### src/rtl/pipeline_hazard_unit.sv
// Pipeline hazard control: stall/flush generation, prioritised PC redirect arbitration, event counters, stall watchdog.
// Latency: stall/flush/redirect/pc outputs are combinational (zero cycles); cnt_data and deadlock are registered (one cycle).
// Backpressure: a redirect source is acked only when its stage advances; an unacked source must hold its request valid.
module pipeline_hazard_unit #(
    parameter int                          NUM_STAGES     = 5,
    parameter int                          NUM_REDIRECT   = 2,
    parameter logic [8*NUM_REDIRECT-1:0]   REDIRECT_STAGE = {8'd2, 8'd1},
    parameter logic [NUM_REDIRECT-1:0]     REDIRECT_KILL  = 2'b10,
    parameter int                          ADDR_WIDTH     = 32,
    parameter int                          CNT_WIDTH      = 32,
    parameter int                          TIMEOUT        = 1024
) (
    input  logic                              clk,
    input  logic                              rst,
    input  logic [NUM_STAGES-1:0]             hold_req,
    input  logic [NUM_REDIRECT-1:0]           redirect_valid,
    input  logic [NUM_REDIRECT*ADDR_WIDTH-1:0] redirect_target,
    output logic [NUM_REDIRECT-1:0]           redirect_ack,
    output logic [NUM_STAGES-1:0]             stall,
    output logic [NUM_STAGES-1:0]             flush,
    output logic                              pc_we,
    output logic [ADDR_WIDTH-1:0]             pc_new,
    input  logic                              cnt_clear,
    input  logic [7:0]                        cnt_sel,
    output logic [CNT_WIDTH-1:0]              cnt_data,
    output logic                              deadlock
);

    localparam int NUM_CNT = 2*NUM_STAGES + NUM_REDIRECT + 1;
    localparam int WD_W    = $clog2(TIMEOUT + 1);

    logic [NUM_STAGES-1:0]   base_stall;
    logic [NUM_STAGES-1:0]   base_flush;
    logic [NUM_REDIRECT-1:0] elig;
    logic [NUM_CNT-1:0]      ev;

    logic [CNT_WIDTH-1:0] cnt_q [NUM_CNT];
    logic [CNT_WIDTH-1:0] cnt_d [NUM_CNT];
    logic [CNT_WIDTH-1:0] cnt_data_q, cnt_data_d;
    logic [WD_W-1:0]      wd_q, wd_d;
    logic                 deadlock_q, deadlock_d;

    // Base hazards: a hold anywhere downstream freezes every register upstream of it,
    // and the first register that still moves behind a frozen one takes a bubble.
    always_comb begin
        base_stall = '0;
        base_flush = '0;
        for (int k = 0; k < NUM_STAGES; k++) begin
            base_stall[k] = |(hold_req >> k);
        end
        for (int k = 1; k < NUM_STAGES; k++) begin
            base_flush[k] = base_stall[k-1] & ~base_stall[k];
        end
        for (int j = 0; j < NUM_REDIRECT; j++) begin
            elig[j] = redirect_valid[j] & ~base_stall[int'(REDIRECT_STAGE[8*j +: 8])];
        end
    end

    // Redirect arbitration and final stall/flush/PC controls; a killing winner squashes
    // everything younger than its stage, overriding front-end holds such as an I-cache miss.
    always_comb begin
        int win;
        int s;
        win          = -1;
        s            = 0;
        stall        = base_stall;
        flush        = base_flush;
        redirect_ack = '0;
        pc_we        = 1'b0;
        pc_new       = redirect_target[0 +: ADDR_WIDTH];
        for (int j = 0; j < NUM_REDIRECT; j++) begin
            if (elig[j]) begin
                win = j;
            end
        end
        if (win >= 0) begin
            s                 = int'(REDIRECT_STAGE[8*win +: 8]);
            redirect_ack[win] = 1'b1;
            pc_we             = 1'b1;
            pc_new            = redirect_target[ADDR_WIDTH*win +: ADDR_WIDTH];
            if (REDIRECT_KILL[win]) begin
                for (int k = 0; k < NUM_STAGES; k++) begin
                    if (k >= 1 && k <= s) flush[k] = 1'b1;
                    if (k < s)            stall[k] = 1'b0;
                end
            end
        end
        if (rst) begin
            stall        = '0;
            flush        = {{(NUM_STAGES-1){1'b1}}, 1'b0};
            redirect_ack = '0;
            pc_we        = 1'b0;
            pc_new       = '0;
        end
    end

    // Event vector in counter-index order, plus saturating counter / readout / watchdog next state.
    always_comb begin
        logic [CNT_WIDTH-1:0] rd;
        ev = '0;
        for (int k = 0; k < NUM_STAGES; k++) begin
            ev[k]              = stall[k];
            ev[NUM_STAGES + k] = flush[k];
        end
        for (int j = 0; j < NUM_REDIRECT; j++) begin
            ev[2*NUM_STAGES + j] = redirect_ack[j];
        end
        ev[2*NUM_STAGES + NUM_REDIRECT] = |(redirect_valid & ~redirect_ack);

        rd = '0;
        for (int i = 0; i < NUM_CNT; i++) begin
            if (cnt_clear) begin
                cnt_d[i] = '0;
            end else if (ev[i] && !(&cnt_q[i])) begin
                cnt_d[i] = cnt_q[i] + CNT_WIDTH'(1);
            end else begin
                cnt_d[i] = cnt_q[i];
            end
            if (cnt_sel == 8'(i)) rd = cnt_q[i];
        end
        cnt_data_d = cnt_clear ? '0 : rd;

        if (!stall[0]) begin
            wd_d = '0;
        end else if (wd_q == WD_W'(TIMEOUT)) begin
            wd_d = wd_q;
        end else begin
            wd_d = wd_q + WD_W'(1);
        end
        deadlock_d = deadlock_q | (wd_d == WD_W'(TIMEOUT));
        if (cnt_clear) begin
            wd_d       = '0;
            deadlock_d = 1'b0;
        end
    end

    // State registers for counters, readout, watchdog and the sticky deadlock flag.
    always_ff @(posedge clk or posedge rst) begin
        if (rst) begin
            for (int i = 0; i < NUM_CNT; i++) cnt_q[i] <= '0;
            cnt_data_q <= '0;
            wd_q       <= '0;
            deadlock_q <= 1'b0;
        end else begin
            for (int i = 0; i < NUM_CNT; i++) cnt_q[i] <= cnt_d[i];
            cnt_data_q <= cnt_data_d;
            wd_q       <= wd_d;
            deadlock_q <= deadlock_d;
        end
    end

    assign cnt_data = cnt_data_q;
    assign deadlock = deadlock_q;

endmodule

### config.mk
export PLATFORM = sky130hd
export DESIGN_NAME = pipeline_hazard_unit
export DESIGN_NICKNAME = d
export VERILOG_FILES = /design/src/rtl/pipeline_hazard_unit.sv
export SDC_FILE = /design/constraint.sdc
export NUM_CORES = 1
export LEC_CHECK = 0
export BUFFER_PORTS_ARGS = -buffer_cell sky130_fd_sc_hd__clkbuf_2
export CAP_MARGIN = 20
export CORE_MARGIN = 5
export CORE_UTILIZATION = 60
export DETAILED_ROUTE_END_ITERATION = 10
export GPL_TIMING_DRIVEN = 0
export PLACE_DENSITY = 0.79
export SYNTH_ARGS = -nofsm -noshare
export SYNTH_HDL_FRONTEND = slang
export SYNTH_SLANG_ARGS = --single-unit
### constraint.sdc
create_clock -name clk -period 16.6 [get_ports clk]
set_input_delay 0.83 -clock clk [delete_from_list [all_inputs] [get_ports clk]]
set_output_delay 0.83 -clock clk [all_outputs]
set_load 0.03 [all_outputs]
* Word-level counts from Yosys, hierarchy flattened *
Index checks and enable logic that the tools add are counted.

word-level totals
  bits of input ports = 82
  register bits = 460

cells by class
  equal/unequal tests = 14
  add/subtract/negate cells = 14
  shift operators = 2
  bitwise gates (word level) = 13
  multiplexer cells = 72
  reduce and logical (&&, ||, !) cells = 59
  $lt $le $gt $ge = 12

operators by type and width
  cell                                                                                  count
  32-bit 2-to-1 mux                                                                     44
  32-bit by 1-bit adder with 32-bit output, second input constant                       13
  32-bit AND reduction                                                                  13
  32-bit by 1-bit greater-or-equal comparator with 1-bit output, second input constant  2
  64-bit by 32-bit indexed part select with 32-bit output                               1
  8-bit by 4-bit equality test with 1-bit output, second input constant                 5
  11-bit 2-to-1 mux                                                                     3
  8-bit by 3-bit equality test with 1-bit output, second input constant                 4
  32-bit by 3-bit < comparator with 1-bit output, second input constant                 1
  16-bit by 32-bit indexed part select with 8-bit output, first input constant          1
  2-bit nonzero test                                                                    13
  11-bit equality test, second input constant                                           2
  5-bit 2-to-1 mux                                                                      4
  8-bit by 2-bit equality test with 1-bit output, second input constant                 2
  2-bit by 8-bit less-or-equal comparator with 1-bit output, first input constant       2
  1-bit by 8-bit < comparator with 1-bit output, first input constant                   2
  2-bit by 8-bit < comparator with 1-bit output, first input constant                   2
  1-bit 2-to-1 mux                                                                      16
  1-bit logical AND                                                                     14
  1-bit logical NOT                                                                     13
  11-bit by 1-bit adder with 11-bit output, second input constant                       1
  8-bit by 1-bit equality test with 1-bit output, second input constant                 1
  1-bit by 8-bit less-or-equal comparator with 1-bit output, first input constant       1
  3-bit by 8-bit less-or-equal comparator with 1-bit output, first input constant       1
  14 further kinds                                                                      25

* Depth between registers and ports, before layout *
Gate-level depths: netlist of run 1.

  depth in word-level cells = 17
  mapped depth = 10

* Worst setup path before layout of run 1 *
No wires, ideal clock.

  kind = input to register
  from = in rst
  to = reg cnt_q[193] (netlist name)
  required time = 16,468 ps
  buffers on the path = 4
  setup slack = 1,320 ps
  cell stages on the path = 9
  setup time = 132 ps
  arrival time = 15,148 ps
  cell sequence = clkbuf_1 > buf_2 > inv_1 > o211ai_2 > o31ai_2 > buf_2 > buf_2 > mux2i_1 > nor2_1

between the ends
  cells in the longest elaborated chain, start to end = 3

ends and longest elaborated chain
  what                                 RTL line  source
  start: declaration                   14        input logic rst,
  5-bit 2-to-1 mux                     88        if (rst) begin
  net flush[1]                         20        output logic [NUM_STAGES-1:0] flush,
  1-bit logical AND                    114       end else if (ev[i] && !(&cnt_q[i])) begin
  2-bit nonzero test (no source line)  n/a
  end: declaration                     37        logic [CNT_WIDTH-1:0] cnt_q [NUM_CNT];

The timed path passes the listed nets, and every way through them passes these cells.
A chain may end at the register's enable or synchronous reset.

* Worst setup path after layout of run 1 *
  from = in cnt_sel[0]
  to = reg cnt_data_q[28] (netlist: cnt_data[28])

between the ends
  cells in the longest elaborated chain, start to end = 15

ends and longest elaborated chain
  what                              RTL line  source
  start: declaration                24        input logic [7:0] cnt_sel,
  8-bit logical NOT                 119       if (cnt_sel == 8'(i)) rd = cnt_q[i];
  32-bit 2-to-1 mux (12 in series)  119
  32-bit 2-to-1 mux *               119
  32-bit 2-to-1 mux *               121       cnt_data_d = cnt_clear ? '0 : rd;
  net cnt_data_d[28]                39        logic [CNT_WIDTH-1:0] cnt_data_q, cnt_data_d;
  end signal: assignment            146       cnt_data_q <= cnt_data_d;
  end: declaration                  39

The timed path passes the listed nets; every way through them passes the cells marked *.

==> metrics, run 1 <==
core area=46650 um2; hold path cells=1; met2 usage=between 60 and 70%; unique cell type count in the Yosys netlist=90; # setup viols final=0; number of flops mapped to enable cells by yosys=0; Final min period=roughly 4.4 ns; Slew Viols, Final=0; crit-path max FO=10; Detailed Place HPWL=between 80000 and 90000 um; Site Rows=just under 80; # nets final=~3.4k; Pleak=11.93 nW; wire per inst=about 30 um; initial core utilization=around three fifths; Hold Path End=cnt_q[251]; clk sink count=460; Hold Buf Count CTS=0; sequential area share after synthesis=approximately two fifths; period utilization=between 20% and 30%; fmax=between 200 and 250 MHz; gr usage total=between 40% and 50%; Slew @ Worst Pin=approximately 1.3 ns; Die Area=51660 um2; share of cells above drive strength 1=between 10% and 20%; IO Count=160; Hold WC Path Type=flip-flop to flip-flop; CP arrival=approximately 4.8 ns; clk_lat worst skew=around 0.63 ns; M1 GR Usage=around three fifths; RSZ-0062 raised after global routing=false; Final Hold Fails=0; crit path from=cnt_sel[0]; Max Root-Sink Buffers=3; IO buf count=between 150 and 200; Syn Std Cell Area=28330 um2; status=complete, no violations; Num CTS Buffers=50; Via density=between 7 and 8; yosys warns=0; clock skew=approximately 0.032 ns; CP required=roughly 17 ns; initial antenna violation count=2; worst hold slack=0.5070 ns; largest net degree at the start of global routing=around 130; first drt pass iteration count=8; post-route ant nets=0; Die Wd=roughly 230 um; critical path class=input pin to flip-flop; Hold Path Origin=cnt_q[251]; asr flop ratio synth=100.0%; CTS tree=done; ys flop type=dfrtp_1; first-pass GRT wire length=~170000 um; fillers=between 3k and 4k; syn nets=3215; CTS root buf=clkbuf_16; max cap viols=0; gr ovfl total=0; Routed WL=118800 um; Power per Cell Area=78.18 nW/um2; via count=slightly below 30k; syn_area_per_cell=9.083 um2; chip height=227.3 um; CP endpoint kind=flip-flop; synthesized instance count=roughly 3.1k; met3 Use GR=approximately 14%; post-CTS sizing=0; R2R setup slack=approximately 13 ns; H-tree depth=2; Worst-path clk slew=~0.06 ns; worst reg2reg endpoint=cnt_q[393]; RePlAce Congestion=between 1 and 1.5; busiest grt layer=met2; post-synthesis register bit count=460; relative slew slack=between 10% and 20%; Post-CTS Setup Bufs=0; Layout area overhead=11.70%; Remaining DRCs=0; worst r2r src=cnt_q[387]; total power=between 2 and 2.5 mW; Worst setup SP type=input pin; number of global-route vias before repair=27.62k; path depth of the worst reg2reg path=7; Peak VDD IR=0.07463 mV; Initial DRC Count=approximately 4.7k
[per-stage QoR]
stage	setup TNS (ns)	cells	setup WS (ns)	util [%]	instance area, um2
after floorplan	0	3119	1.320	-	28330
after global routing	0	3977	12.08	67.81	31640
final	0	3980	12.18	67.83	31650
after detailed placement	0	3886	11.96	64.29	30000
after CTS	0	3975	12.24	67.76	31620
after global placement	-1344.13	3880	-4.368	64.00	29860
[routing by layer]
metal | up-vias | wire length (um)
met4 | 2 | 9688
met5 | - | 13
met2 | 2304 | 49570
li1 | 12520 | -
met1 | 14410 | 42770
met3 | 563 | 16780
[synth_stat cells (all sizes together), types with 39 or more instances]
| cell | number | share of area (%) |
|---|---|---|
| dfrtp | 460 | 41 |
| a21oi | 294 | 5.2 |
| nand2 | 204 | 2.7 |
| nor2 | 192 | 2.5 |
| clkbuf | 178 | 2.4 |
| or4 | 144 | 3.8 |
| nand3 | 141 | 2.5 |
| o21ai | 136 | 2.4 |
| o31ai | 130 | 3.5 |
| nand4 | 125 | 2.8 |
| or3 | 107 | 2.4 |
| nor2b | 70 | 1.5 |
| inv | 69 | 0.91 |
| xnor2 | 65 | 2.0 |
| and3 | 58 | 1.3 |
| and4 | 57 | 1.8 |
| nor4 | 53 | 1.4 |
| mux2 | 45 | 1.8 |
| buf | 43 | 0.71 |
| mux4 | 39 | 3.1 |
[flip-flops by register name (all words and copies together), names as in the netlist]
signal    flops
cnt_q       416
wd_q         11
deadlock      1
cnt_data     32
[critical path, cell delays in order]
cell and delay, ns:
clkbuf_2 0.22, buf_2 0.30, buf_1 0.49, buf_8 0.26
clkbuf_1 0.82, buf_2 0.49, o21ai_0 0.46, a222oi_1 0.45
o21a_1 0.29, o22ai_1 0.19
[cells in the final DEF, fill, tap and decap left out, types with 57 or more instances in the layout]
cell type / count
dfrtp_1: 460
a21oi_1: 294
nand2_1: 204
nor2_1: 192
clkbuf_1: 186
clkbuf_2: 155
or4_1: 144
nand3_1: 141
o21ai_0: 135
o31ai_1: 129
nand4_1: 124
or3_1: 107
nor2b_1: 70
inv_1: 66
xnor2_1: 65
and3_1: 58
and4_1: 57
[logic make-up (layout without fill, tap and decap cells)]
group	Yosys count	in the layout	synth area share, %
XOR/XNOR	77	77	2.381
AO/OA/AOI/OAI	876	876	20.44
buffers and inverters	293	544	4.028
AND/OR/NAND/NOR	1279	1279	25.77
flip-flops	460	460	40.63
other	1	4	0.01324
adder cells (fa/ha/maj)	14	14	0.6183
multiplexers	119	119	6.126
[report_power, final]
group	switching [mW]	leakage (nW)	total, mW	internal, mW
combinational	0.155	4.71	0.203	0.0480
clock	0.488	0.804	1.13	0.645
sequential	0.0110	6.41	1.14	1.13
total	0.654	11.9	2.47	1.82
[layout make-up]
type | instances | area [um2] | share of cell area [%]
clock buffer | 68 | 1420 | 4.488
tap | 607 | 759.5 | 2.400
sequential | 460 | 11510 | 36.37
multi-input combinational | 2366 | 15680 | 49.54
clock inverter | 21 | 200.2 | 0.6326
inverter | 72 | 277.8 | 0.8777
buffer | 221 | 870.8 | 2.752
antenna | 3 | 7.507 | 0.02372
timing repair buffer | 162 | 920.9 | 2.910
[worst max path at each step]
stage | to | slack [ns]
2_1_floorplan | cnt_q[193] | 1.32
3_3_place_gp | cnt_q[193] | -4.37
3_5_place_dp | cnt_data[28] | 11.96
4_1_cts | stall[0] | 12.24
5_1_grt | flush[2] | 12.08
6_report | cnt_data[28] | 12.18
No activity file was read; power rests on OpenSTA's default activity.
==> run 2, diff against run 1 <==
CORE_UTILIZATION = 56   (was 60)
PLACE_DENSITY = 0.77   (was 0.79)
clock period = 3.5 ns   (was 16.6 ns; I/O delays follow)
==> metrics, run 2 (synthesis results as in run 1) <==
status=complete, no violations; Power per Cell Area=between 300 and 400 nW/um2; most frequent cells in the layout=dfrtp_1 (460), a21oi_1 (292), nand2_1 (202); Die Area=around 55000 um2; Hold WC Path Type=input pin to flip-flop; # setup viols final=0; gr ovfl total=0; share of cells above drive strength 1=a little over an eighth; Final Hold Fails=0; CP required=a little under 4 ns; clk_lat worst skew=about 0.63 ns; period utilization=98.88%; chip height=~230 um; Initial DRC Count=between 4k and 5k; max FFs per register=~420; Remaining DRCs=0; largest net degree at the start of global routing=44; Die Wd=~230 um; commonest non-fill, non-tap cell in the layout=dfrtp_1; Detailed Place HPWL=89090 um; core area=50070 um2; combinational power share=about 8.4%; Slew Viols, Final=0; first-pass GRT wire length=around 180000 um; CP endpoint kind=flip-flop; CP arrival=roughly 3.9 ns; Peak VDD IR=0.4106 mV; pre-CTS WS=-0.5570 ns; Worst-path clk slew=around 0.06 ns; Pint=8.767 mW; Layout area overhead=13.79%; Via density=roughly 7.3; final setup margin=0.03926 ns; crit-path max FO=10; Post-CTS Setup Bufs=0; first drt pass iteration count=7; register area=11510 um2; clk sink count=460; Placed Area=approximately 31000 um2; switching share of power=between 20% and 30%; fmax=roughly 290 MHz; Worst setup SP type=input pin; Final min period=between 3 and 4 ns; Pleak=roughly 12 nW; IO Count=160; H-tree depth=2; # nets final=~3.4k; CTS root buf=clkbuf_16; clock skew=0.03104 ns; placed cell count=3960; gr usage total=approximately 41%; max cap viols=0; Slew @ Worst Pin=approximately 1.3 ns; Net Sw Power=about 3.1 mW; Reg power frac=45.3%; via count=a little under 30k; initial core utilization=a little under three fifths; Site Rows=82; Routed WL=roughly 120000 um; IO buf count=~150; RePlAce Congestion=about 1.1; fin area=roughly 32000 um2; initial antenna violation count=6; wire per inst=29.12 um; CTS tree=done; clock share of power=a little under half; critical path class=input pin to flip-flop; Max Root-Sink Buffers=3; final cell count without fillers=4052; Multi-input gate area=around 16000 um2; Largest Register=cnt_q; post-route ant nets=0; number of global-route vias before repair=about 28k; Num CTS Buffers=51; relative slew slack=15.21%; RSZ-0062 raised after global routing=false; fillers=~4.3k; fin util=~64%
-- run 2: power by group through the flow --
stage	Clock (mW)	Sequential, mW	Combinational [mW]
CTS	5.52	5.39	0.970
global placement	0	5.49	0.908
finish	5.51	5.39	1.00
global route	5.72	5.39	1.04
floorplan	0	5.47	0.545
detailed placement	0	5.49	0.965
-- run 2: layout make-up --
cell class,count,area share (%)
clock inverters,16,0.4813
plain buffers,221,3.101
multi-input cells,2366,49.17
clock buffers,73,4.720
flip-flops and latches,460,35.71
repair buffers,170,3.334
diodes,2,0.01552
well taps,672,2.608
inverters,72,0.8655
-- run 2: worst paths after layout --
check,start,end,slack [ns],cells after the start
max reg2reg,cnt_q[189],cnt_q[165],0.27,7
max in group asynchronous,rst,cnt_data[5],1.73,8
min reg2reg,cnt_q[249],cnt_q[249],0.50,1
min in group asynchronous,rst,cnt_q[131],0.38,4
min,cnt_clear,cnt_q[415],0.18,4
max,cnt_sel[1],cnt_data[21],0.04,9
-- run 2: worst max-delay path, cell delays in order --
cell and delay, ns:
buf_2 0.27, buf_2 0.37, buf_2 0.37, buf_2 0.42, clkbuf_1 0.66, buf_2 0.43
a21oi_1 0.15, o32ai_1 0.75, a21oi_1 0.26
-- run 2: through the flow --
stage	TNS [ns]	hold WS, ns	total power [mW]
final	0	0.1771	11.90
after global routing	0	0.2202	12.16
after CTS	0	0.1562	11.88
after detailed placement	-4.479	0.4024	6.452
after global placement	-3719.70	0.4786	6.401
after floorplan	-2154.43	0.3815	6.020
-- run 2: timing repair --
action / CTS / global route
resized for setup: 0 / 4
hold buffers: 1 / 0
endpoints found under the hold margin: 8 / 0
setup endpoints to repair: 0 / 2
-- run 2: per-layer routing --
metal  GRT usage, %  part of all wire [%]
met2          59.24                    42
met3          12.04                    13
met5              0                 0.030
met1          54.32                    37
met4          25.92                   8.2
